==> src/rtl/exec_sequencer_if.sv <==
// Instruction, register-file and status bundle between a decoder / register
// file (master side) and the execution sequencer (slave side).
interface exec_sequencer_if #(
   parameter int DATA_W = 16
) ();

   logic              inst_valid;
   logic              inst_ready;
   logic [2:0]        opcode;
   logic [2:0]        rd;
   logic [2:0]        rs1;
   logic [2:0]        rs2;
   logic [2:0]        regSource1;
   logic [2:0]        regSource2;
   logic [DATA_W-1:0] data1;
   logic [DATA_W-1:0] data2;
   logic [2:0]        regDestination;
   logic [DATA_W-1:0] writeData;
   logic              writeEnable;
   logic              busy;
   logic              done;
   logic              flag_zero;
   logic              flag_carry;

   // Decoder plus register file: presents instructions and read data.
   modport master (
      output inst_valid, opcode, rd, rs1, rs2, data1, data2,
      input  inst_ready, regSource1, regSource2, regDestination,
             writeData, writeEnable, busy, done, flag_zero, flag_carry
   );

   // Sequencer: accepts instructions and drives the register-file ports.
   modport slave (
      input  inst_valid, opcode, rd, rs1, rs2, data1, data2,
      output inst_ready, regSource1, regSource2, regDestination,
             writeData, writeEnable, busy, done, flag_zero, flag_carry
   );

endinterface

==> src/rtl/exec_sequencer.sv <==
// Multi-cycle execution sequencer: accepts one instruction at a time, reads
// both operands from the register file, runs a single-cycle ALU operation or
// a 16-step shift-add multiply, then writes the result back for one cycle.
module exec_sequencer #(
   parameter int DATA_W = 16
) (
   input logic           clock,
   input logic           reset,
   exec_sequencer_if.slave bus
);

   localparam int SHIFT_W = $clog2(DATA_W);
   localparam int CNT_W   = $clog2(DATA_W);
   localparam logic [CNT_W-1:0] MUL_LAST = CNT_W'(DATA_W - 1);

   typedef enum logic [2:0] {
      ST_IDLE,
      ST_READ,
      ST_EXEC,
      ST_MUL,
      ST_WB
   } state_t;

   typedef enum logic [2:0] {
      OP_ADD = 3'b000,
      OP_SUB = 3'b001,
      OP_AND = 3'b010,
      OP_OR  = 3'b011,
      OP_XOR = 3'b100,
      OP_SHL = 3'b101,
      OP_SHR = 3'b110,
      OP_MUL = 3'b111
   } opcode_t;

   state_t                r_state;
   opcode_t               r_opcode;
   logic [2:0]            r_rd;
   logic [2:0]            r_regSource1;
   logic [2:0]            r_regSource2;
   logic [2:0]            r_regDestination;
   logic [DATA_W-1:0]     r_opA;
   logic [DATA_W-1:0]     r_opB;
   logic [DATA_W-1:0]     r_result;
   logic [2*DATA_W-1:0]   r_mulProd;
   logic [CNT_W-1:0]      r_mulCount;
   logic                  r_instReady;
   logic                  r_busy;
   logic                  r_writeEnable;
   logic                  r_done;
   logic                  r_flagZero;
   logic                  r_flagCarry;

   logic [DATA_W:0]       w_sum;
   logic [DATA_W:0]       w_diff;
   logic [DATA_W:0]       w_shl;
   logic [DATA_W:0]       w_shr;
   logic [DATA_W-1:0]     w_aluResult;
   logic                  w_aluCarry;
   logic [DATA_W-1:0]     w_mulAddend;
   logic [DATA_W:0]       w_mulUpper;
   logic [2*DATA_W-1:0]   w_mulNext;

   // Single-cycle ALU; the extra top/bottom bit of each wide intermediate
   // catches the carry, the borrow or the last bit shifted out.
   always_comb begin
      w_sum       = {1'b0, r_opA} + {1'b0, r_opB};
      w_diff      = {1'b0, r_opA} - {1'b0, r_opB};
      w_shl       = {1'b0, r_opA} << r_opB[SHIFT_W-1:0];
      w_shr       = {r_opA, 1'b0} >> r_opB[SHIFT_W-1:0];
      w_aluResult = '0;
      w_aluCarry  = 1'b0;
      case (r_opcode)
         OP_ADD: begin
            w_aluResult = w_sum[DATA_W-1:0];
            w_aluCarry  = w_sum[DATA_W];
         end
         OP_SUB: begin
            w_aluResult = w_diff[DATA_W-1:0];
            w_aluCarry  = w_diff[DATA_W];
         end
         OP_AND: w_aluResult = r_opA & r_opB;
         OP_OR:  w_aluResult = r_opA | r_opB;
         OP_XOR: w_aluResult = r_opA ^ r_opB;
         OP_SHL: begin
            w_aluResult = w_shl[DATA_W-1:0];
            w_aluCarry  = w_shl[DATA_W];
         end
         OP_SHR: begin
            w_aluResult = w_shr[DATA_W:1];
            w_aluCarry  = w_shr[0];
         end
         default: begin
            w_aluResult = '0;
            w_aluCarry  = 1'b0;
         end
      endcase
   end

   // One shift-add multiply step: the multiplier sits in the low half of the
   // product register and is consumed LSB first as partial sums shift in.
   always_comb begin
      w_mulAddend = r_mulProd[0] ? r_opA : '0;
      w_mulUpper  = {1'b0, r_mulProd[2*DATA_W-1:DATA_W]} + {1'b0, w_mulAddend};
      w_mulNext   = {w_mulUpper, r_mulProd[DATA_W-1:1]};
   end

   // Sequencer FSM with every output registered; writeEnable and done are
   // pulsed by loading them on the edge into WB and clearing them by default.
   always_ff @(posedge clock) begin
      if (!reset) begin
         r_state          <= ST_IDLE;
         r_opcode         <= OP_ADD;
         r_rd             <= '0;
         r_regSource1     <= '0;
         r_regSource2     <= '0;
         r_regDestination <= '0;
         r_opA            <= '0;
         r_opB            <= '0;
         r_result         <= '0;
         r_mulProd        <= '0;
         r_mulCount       <= '0;
         r_instReady      <= 1'b1;
         r_busy           <= 1'b0;
         r_writeEnable    <= 1'b0;
         r_done           <= 1'b0;
         r_flagZero       <= 1'b0;
         r_flagCarry      <= 1'b0;
      end else begin
         r_writeEnable <= 1'b0;
         r_done        <= 1'b0;
         case (r_state)
            ST_IDLE: begin
               if (bus.inst_valid) begin
                  r_opcode     <= opcode_t'(bus.opcode);
                  r_rd         <= bus.rd;
                  r_regSource1 <= bus.rs1;
                  r_regSource2 <= bus.rs2;
                  r_instReady  <= 1'b0;
                  r_busy       <= 1'b1;
                  r_state      <= ST_READ;
               end
            end
            ST_READ: begin
               r_opA      <= bus.data1;
               r_opB      <= bus.data2;
               r_mulProd  <= {{DATA_W{1'b0}}, bus.data2};
               r_mulCount <= '0;
               r_state    <= (r_opcode == OP_MUL) ? ST_MUL : ST_EXEC;
            end
            ST_EXEC: begin
               r_result         <= w_aluResult;
               r_flagZero       <= (w_aluResult == '0);
               r_flagCarry      <= w_aluCarry;
               r_regDestination <= r_rd;
               r_writeEnable    <= 1'b1;
               r_done           <= 1'b1;
               r_state          <= ST_WB;
            end
            ST_MUL: begin
               r_mulProd  <= w_mulNext;
               r_mulCount <= r_mulCount + 1'b1;
               if (r_mulCount == MUL_LAST) begin
                  r_result         <= w_mulNext[DATA_W-1:0];
                  r_flagZero       <= (w_mulNext[DATA_W-1:0] == '0);
                  r_flagCarry      <= |w_mulNext[2*DATA_W-1:DATA_W];
                  r_regDestination <= r_rd;
                  r_writeEnable    <= 1'b1;
                  r_done           <= 1'b1;
                  r_state          <= ST_WB;
               end
            end
            ST_WB: begin
               r_instReady <= 1'b1;
               r_busy      <= 1'b0;
               r_state     <= ST_IDLE;
            end
            default: begin
               r_instReady <= 1'b1;
               r_busy      <= 1'b0;
               r_state     <= ST_IDLE;
            end
         endcase
      end
   end

   assign bus.inst_ready     = r_instReady;
   assign bus.busy           = r_busy;
   assign bus.regSource1     = r_regSource1;
   assign bus.regSource2     = r_regSource2;
   assign bus.regDestination = r_regDestination;
   assign bus.writeData      = r_result;
   assign bus.writeEnable    = r_writeEnable;
   assign bus.done           = r_done;
   assign bus.flag_zero      = r_flagZero;
   assign bus.flag_carry     = r_flagCarry;

endmodule

==> src/flat_wrapper.sv <==
// flat-port wrapper written by rule: the top's interface ports become plain ports
module exec_sequencer_flat 
#(
   parameter int DATA_W = 16
)
  (clock, reset, bus_inst_valid, bus_opcode, bus_rd, bus_rs1, bus_rs2, bus_data1, bus_data2, bus_inst_ready, bus_regSource1, bus_regSource2, bus_regDestination, bus_writeData, bus_writeEnable, bus_busy, bus_done, bus_flag_zero, bus_flag_carry);
  exec_sequencer_if #(.DATA_W(DATA_W)) bus_i ();
  input logic clock;
  input logic reset;
  input wire logic [$bits(bus_i.inst_valid)-1:0] bus_inst_valid;
  input wire logic [$bits(bus_i.opcode)-1:0] bus_opcode;
  input wire logic [$bits(bus_i.rd)-1:0] bus_rd;
  input wire logic [$bits(bus_i.rs1)-1:0] bus_rs1;
  input wire logic [$bits(bus_i.rs2)-1:0] bus_rs2;
  input wire logic [$bits(bus_i.data1)-1:0] bus_data1;
  input wire logic [$bits(bus_i.data2)-1:0] bus_data2;
  output wire logic [$bits(bus_i.inst_ready)-1:0] bus_inst_ready;
  output wire logic [$bits(bus_i.regSource1)-1:0] bus_regSource1;
  output wire logic [$bits(bus_i.regSource2)-1:0] bus_regSource2;
  output wire logic [$bits(bus_i.regDestination)-1:0] bus_regDestination;
  output wire logic [$bits(bus_i.writeData)-1:0] bus_writeData;
  output wire logic [$bits(bus_i.writeEnable)-1:0] bus_writeEnable;
  output wire logic [$bits(bus_i.busy)-1:0] bus_busy;
  output wire logic [$bits(bus_i.done)-1:0] bus_done;
  output wire logic [$bits(bus_i.flag_zero)-1:0] bus_flag_zero;
  output wire logic [$bits(bus_i.flag_carry)-1:0] bus_flag_carry;
  assign bus_i.inst_valid = bus_inst_valid;
  assign bus_i.opcode = bus_opcode;
  assign bus_i.rd = bus_rd;
  assign bus_i.rs1 = bus_rs1;
  assign bus_i.rs2 = bus_rs2;
  assign bus_i.data1 = bus_data1;
  assign bus_i.data2 = bus_data2;
  assign bus_inst_ready = bus_i.inst_ready;
  assign bus_regSource1 = bus_i.regSource1;
  assign bus_regSource2 = bus_i.regSource2;
  assign bus_regDestination = bus_i.regDestination;
  assign bus_writeData = bus_i.writeData;
  assign bus_writeEnable = bus_i.writeEnable;
  assign bus_busy = bus_i.busy;
  assign bus_done = bus_i.done;
  assign bus_flag_zero = bus_i.flag_zero;
  assign bus_flag_carry = bus_i.flag_carry;
  exec_sequencer #(.DATA_W(DATA_W)) u_core (.clock(clock), .reset(reset), .bus(bus_i));
endmodule
==> config.mk <==
export PLATFORM = sky130hd
export DESIGN_NAME = exec_sequencer_flat
export DESIGN_NICKNAME = d
export VERILOG_FILES = /design/src/rtl/exec_sequencer_if.sv /design/src/rtl/exec_sequencer.sv /design/src/flat_wrapper.sv
export SDC_FILE = /design/constraint.sdc
export NUM_CORES = 1
export LEC_CHECK = 0
export BUFFER_PORTS_ARGS = -buffer_cell sky130_fd_sc_hd__buf_2
export CORE_MARGIN = 4
export CORE_UTILIZATION = 52
export CTS_BUF_LIST = sky130_fd_sc_hd__clkbuf_4 sky130_fd_sc_hd__clkbuf_8 sky130_fd_sc_hd__clkbuf_16
export CTS_CLUSTER_SIZE = 8
export DETAILED_ROUTE_END_ITERATION = 12
export PLACE_DENSITY = 0.72
export SETUP_SLACK_MARGIN = 0.4
export SYNTH_ARGS = -nofsm -noshare
export SYNTH_HDL_FRONTEND = slang
export SYNTH_SLANG_ARGS = --single-unit
==> constraint.sdc <==
create_clock -name clock -period 4.6 [get_ports clock]
set_clock_uncertainty 0.05 [all_clocks]
set_input_delay 0.46 -clock clock [delete_from_list [all_inputs] [get_ports clock]]
set_output_delay 0.46 -clock clock [all_outputs]
set_load 0.01 [all_outputs]
# Word level (Yosys, flattened, before mapping)

Index checks and enable logic that the tools add are counted.

Register bits: 107
Logic and storage cells: 74
Output and inout port bits: 31

Bitwise operators: 4
Add/sub/neg operators: 4
Eq/ne operators: 13
Shift operators: 2
Reduce and logical (&&, ||, !) cells: 12
Mux-type cells: 23

Operators by type and width:

| kind               | count |
|---|---|
| $pmux 16 s7        | 1 |
| $pmux 32 s2        | 1 |
| $add 16x16->17     | 2 |
| $logic_not 16->1   | 2 |
| $mux 16            | 2 |
| $pmux 16 s2        | 1 |
| $shl 16x4->17      | 1 |
| $shr 17x4->17      | 1 |
| $sub 16x16->17     | 1 |
| $and 16x16->16     | 1 |
| $or 16x16->16      | 1 |
| $reduce_or 16->1   | 1 |
| $xor 16x16->16     | 1 |
| $eq 3x2->1 const B | 4 |
| $eq 3x3->1 const B | 4 |
| $pmux 3 s4         | 1 |
| $pmux 1 s2         | 5 |
| $mux 3             | 3 |
| $pmux 4 s2         | 1 |
| $reduce_and 2->1   | 4 |
| $eq 3x1->1 const B | 2 |
| $logic_not 3->1    | 2 |
| $mux 1             | 6 |
| $pmux 3 s2         | 1 |
| 8 further kinds    | 9 |

# Longest topological paths before layout

Depth in word-level cells: 5
Mapped depth: 15

# Worst setup path after synthesis

No wires, ideal clock.

Path type: register to register
Start: register u_core.r_opB[1]
End: register u_core.r_result[15] (netlist: u_core.bus.writeData[15])
Cell stages (with the launch flop): 16
Buffers on the path: 4
Library setup time: 0.060 ns
Data arrival time: 3.282 ns
Data required time: 4.490 ns
Clock period less this slack: 3.392 ns
Path slack: 1.208 ns
Cells stage by stage: dfxtp_1 -> buf_4 -> buf_6 -> buf_4 -> buf_2 -> inv_1 -> ha_1 -> o21bai_1 -> nand3_1 -> a211oi_2 -> o211ai_1 -> a2111oi_2 -> nor4b_1 -> or4_1 -> nand3_1 -> o2111a_1

Cells in the longest elaborated chain, start to end: 3

RTL lines:

| what                                   | line                  | text |
|---|---|---|
| from (decl)                            | exec_sequencer.sv:42  | `logic [DATA_W-1:0] r_opB;` |
| from (signal assigned)                 | exec_sequencer.sv:145 | `r_opB <= bus.data2;` |
| $sub 16x16->17 (tied with other cells) | exec_sequencer.sv:67  | `w_diff = {1'b0, r_opA} - {1'b0, r_opB};` |
| $pmux 16 s7 (*)                        | exec_sequencer.sv:72  | `case (r_opcode)` |
| $pmux 16 s2 (*)                        | exec_sequencer.sv:131 | `case (r_state)` |
| to (signal assigned)                   | exec_sequencer.sv:151 | `r_result <= w_aluResult;` |
| to (signal assigned)                   | exec_sequencer.sv:163 | `r_result <= w_mulNext[DATA_W-1:0];` |
| to (decl)                              | exec_sequencer.sv:43  | `logic [DATA_W-1:0] r_result;` |

Every way passes the cells marked *; elsewhere a longest branch is shown, timed or not.
A chain may end at the register's enable or synchronous reset.

# Worst setup path after layout

Start: register u_core.r_opB[0]
End: register u_core.r_flagZero (netlist: u_core.bus.flag_zero)

Cells in the longest elaborated chain, start to end: 4

RTL lines:

| what                                   | line                  | text |
|---|---|---|
| $sub 16x16->17 (tied with other cells) | exec_sequencer.sv:67  |  |
| $pmux 16 s7 (*)                        | exec_sequencer.sv:72  |  |
| $logic_not 16->1 (*)                   | exec_sequencer.sv:152 | `r_flagZero <= (w_aluResult == '0);` |
| $pmux 1 s2 (*)                         | exec_sequencer.sv:131 |  |
| to (signal assigned)                   | exec_sequencer.sv:152 |  |
| to (signal assigned)                   | exec_sequencer.sv:164 | `r_flagZero <= (w_mulNext[DATA_W-1:0] == '0);` |
| to (decl)                              | exec_sequencer.sv:50  | `logic r_flagZero;` |

Marked as above.

==> metrics.txt <==
Routed WL=around 31,000 um; pre-CTS WS=between 1 and 1.5 ns; First-pass DRT Iterations=9; CP Launch Type=register; syn nets=1,308; synthesized instance count=about 1,200; Min-Delay Path Class=in2reg; Net Sw Power=949.2 uW; Switching Fraction=35.82%; TritonCTS clock tree=done; Post-Synth XOR/XNOR Area=approximately 1.8%; clock sink count=around 110; Worst Tran Pin Value=between 0.8 and 0.9 ns; vias in the first global route=between 8,000 and 9,000; Worst Setup End Kind=register; critical path class=reg2reg; synthesized area=~0.0094 mm2; final max-slew violation count=0; CTS clk-pin slew, worst paths=about 0.09 ns; Synth Area in Simple Gates=around a quarter; synthesized flop and latch total=107; Root Driver=clkbuf_16; gr ovfl total=0; post-route ant nets=0; Post-CTS Setup Inserts=0; Initial Util=a little over half; vias per inst=6.444; share of cells above drive strength 1=roughly 15%; Routed wire per std cell=approximately 21 um; Tot Pwr=between 2 and 3 mW; final period utilization=79.48%; HPWL Detailed=about 23,000 um; Fmax achieved=0.2735 GHz; Core Footprint=0.01754 mm2; DR iter-0 viols=between 1,000 and 1,500; VDD IR max=0.2006 mV; pin count of the biggest net entering global routing=61; Placed Cells=roughly 1,400; Synth Flop Type=dfxtp_1; post-synthesis cell type count=84; Compound-Gate Fraction of Synth Area=23.93%; combinational power share=28.5%; area of the die=slightly above 0.02 mm2; CTS buffer count=9; sequential share of power=around two fifths; # hold bufs at CTS=0; DRC Markers=0; post-synthesis adder-cell area fraction=approximately 9.8%; I/O Buffers=77; multiplexer share of the synthesized area=between 10% and 20%; most frequent cells in the layout=nand2_1, dfxtp_1, nor2_1; H-tree levels=3; largest family of logic cells by synthesized area=compound AO/OA/AOI/OAI gates; PD cells=between 200 and 300 mW/mm2; setup ws final=0.9441 ns; Global Route Usage Sum=~30%; Crit Path Max Fanout=21; Async S/R FF share, synth=0%; Nets=~1,300; status=complete, no violations; initial antenna violation count=0; area delta synth->final=8.502%; Final setup viols=0; Fin Setup TNS=0 ns; antenna fix cells=0; Syn. warnings=0; first-pass GRT wire length=~49,000 um; Hold Fails Final Rpt=0; clock tree buffer depth=2; Int Pwr=around 1.7 mW; unrepaired setup endpoints after global routing=no; Die W=roughly 140 um; Final Non-Filler Cells=1,442; Slew headroom=approximately two fifths; vias post-DR=9,292; commonest non-fill, non-tap cell in the layout=nand2_1; Post-CTS Resized=0; Clock Power Share=approximately 32%; Final Util=between 50% and 60%; EDFF count, synth=0; total of max-cap violations=0; Critical Path AT=a little under 4 ns; I/O pins=78; Leak=roughly 4.2 nW; Core Rows=48; Seq/Total Area, Yosys=22.71%; CP Data Required Time=~4.8 ns; die height=142.7 um; mean area per synthesized cell=around 7.9 um2; routability congestion estimate from global placement=1.025; Tmin final=between 3 and 4 ns; insertion delay of the later-clocked pin in the worst-skew pair=between 0.3 and 0.4 ns
cells by family (layout without fill, tap and decap cells):
kind of cell,after synthesis,after routing
AO/OA/AOI/OAI,306,306
XOR/XNOR,19,19
adder cells (fa/ha/maj),72,72
buffers and inverters,153,181
flip-flops,107,107
multiplexers,76,76
AND/OR/NAND/NOR,456,456
worst max-delay path, stage by stage, from the launching register on:
cell and delay, ns:
dfxtp_2 0.64, ha_1 0.33, inv_1 0.08, fa_1 0.38, nor2b_1 0.24, o221ai_1 0.22, a211oi_1 0.39, o31ai_1 0.17
o21ai_0 0.39, o221a_2 0.26, nand2_1 0.09, o41ai_2 0.32
path summary, 6_finish.rpt:
kind,slack [ns],depth (start not counted),endpoint,startpoint
setup reg to reg,0.94,11,u_core.bus.flag_zero$_SDFFE_PN0P_,u_core.r_opB[0]$_SDFFE_PN0P_
setup / recovery,0.94,11,u_core.bus.flag_zero$_SDFFE_PN0P_,u_core.r_opB[0]$_SDFFE_PN0P_
hold reg to reg,0.41,2,u_core.bus.busy$_SDFFE_PN0P_,u_core.bus.busy$_SDFFE_PN0P_
hold / removal,0.29,3,u_core.r_opA[5]$_SDFFE_PN0P_,bus_data1[5]
synthesized netlist by cell type (5+ instances only):
cell type	instances	area [um2]
a211oi_1	18	135.1
a21boi_0	60	450.4
a21o_1	11	82.58
a21oi_1	50	250.2
a222oi_1	7	70.07
a22oi_1	8	60.06
a31oi_1	8	50.05
and2_1	24	150.1
and3_1	5	31.28
buf_2	17	85.08
buf_4	8	60.06
clkbuf_1	62	232.7
dfxtp_1	107	2142
ha_1	69	863.3
inv_1	57	214.0
mux2_2	10	112.6
mux2i_1	42	420.4
mux4_1	5	131.4
mux4_2	18	405.4
nand2_1	180	675.7
nand2b_1	12	75.07
nand3_1	23	115.1
nand4_1	9	56.30
nor2_1	88	330.3
nor2b_1	27	168.9
nor3_1	29	145.1
nor4_1	12	75.07
o211a_1	19	190.2
o211ai_1	18	135.1
o21a_1	8	60.06
o21ai_0	32	160.2
o21bai_1	6	45.04
o22ai_1	5	31.28
or3_1	15	93.84
xnor2_1	11	96.34
xor2_1	8	70.07
power by group through the flow:
stage | clock [mW] | combinational, mW | sequential [mW]
2_1_floorplan | 0 | 0.536 | 1.03
3_3_place_gp | 0 | 0.729 | 1.06
3_5_place_dp | 0 | 0.731 | 1.06
4_1_cts | 0.866 | 0.736 | 1.04
5_1_grt | 0.903 | 0.815 | 1.05
6_report | 0.854 | 0.755 | 1.04
registers in the layout, indices dropped and copies added (netlist names):
signal                     cells
u_core.bus.flag_carry          1
u_core.bus.busy                1
u_core.r_opB                  16
u_core.bus.regSource2          3
u_core.r_opA                  16
u_core.bus.writeEnable         1
u_core.bus.regSource1          3
u_core.bus.regDestination      3
u_core.bus.inst_ready          1
u_core.r_rd                    3
u_core.r_opcode                3
u_core.r_mulCount              4
u_core.bus.writeData          16
u_core.bus.flag_zero           1
u_core.r_state                 3
u_core.r_mulProd              32
cell type report:
class	instances	area, um2
clock buffers	9	225.2
clock inverters	7	91.34
fillers	1617	7301
inverters	58	217.7
multi-input cells	929	6651
flip-flops and latches	107	2146
well taps	225	281.5
repair buffers	107	623.1
through the flow:
stage               instance area (um2)  hold slack [ns]
global route                      10240           0.2949
finish                            10240           0.2867
floorplan                          9434           0.3912
CTS                               10240           0.2764
global placement                   9920           0.3930
detailed placement                 9920           0.3939
routing by layer:
metal  vias to the layer above  track usage (%)  part of all wire [%]
met5                         -                0                     0
met4                         0            9.355                   2.9
met3                        65            5.693                    10
met2                       508            44.78                    42
met1                      4399            44.24                    44
li1                       4320                -                     -
(Power assumes the default switching activity.)
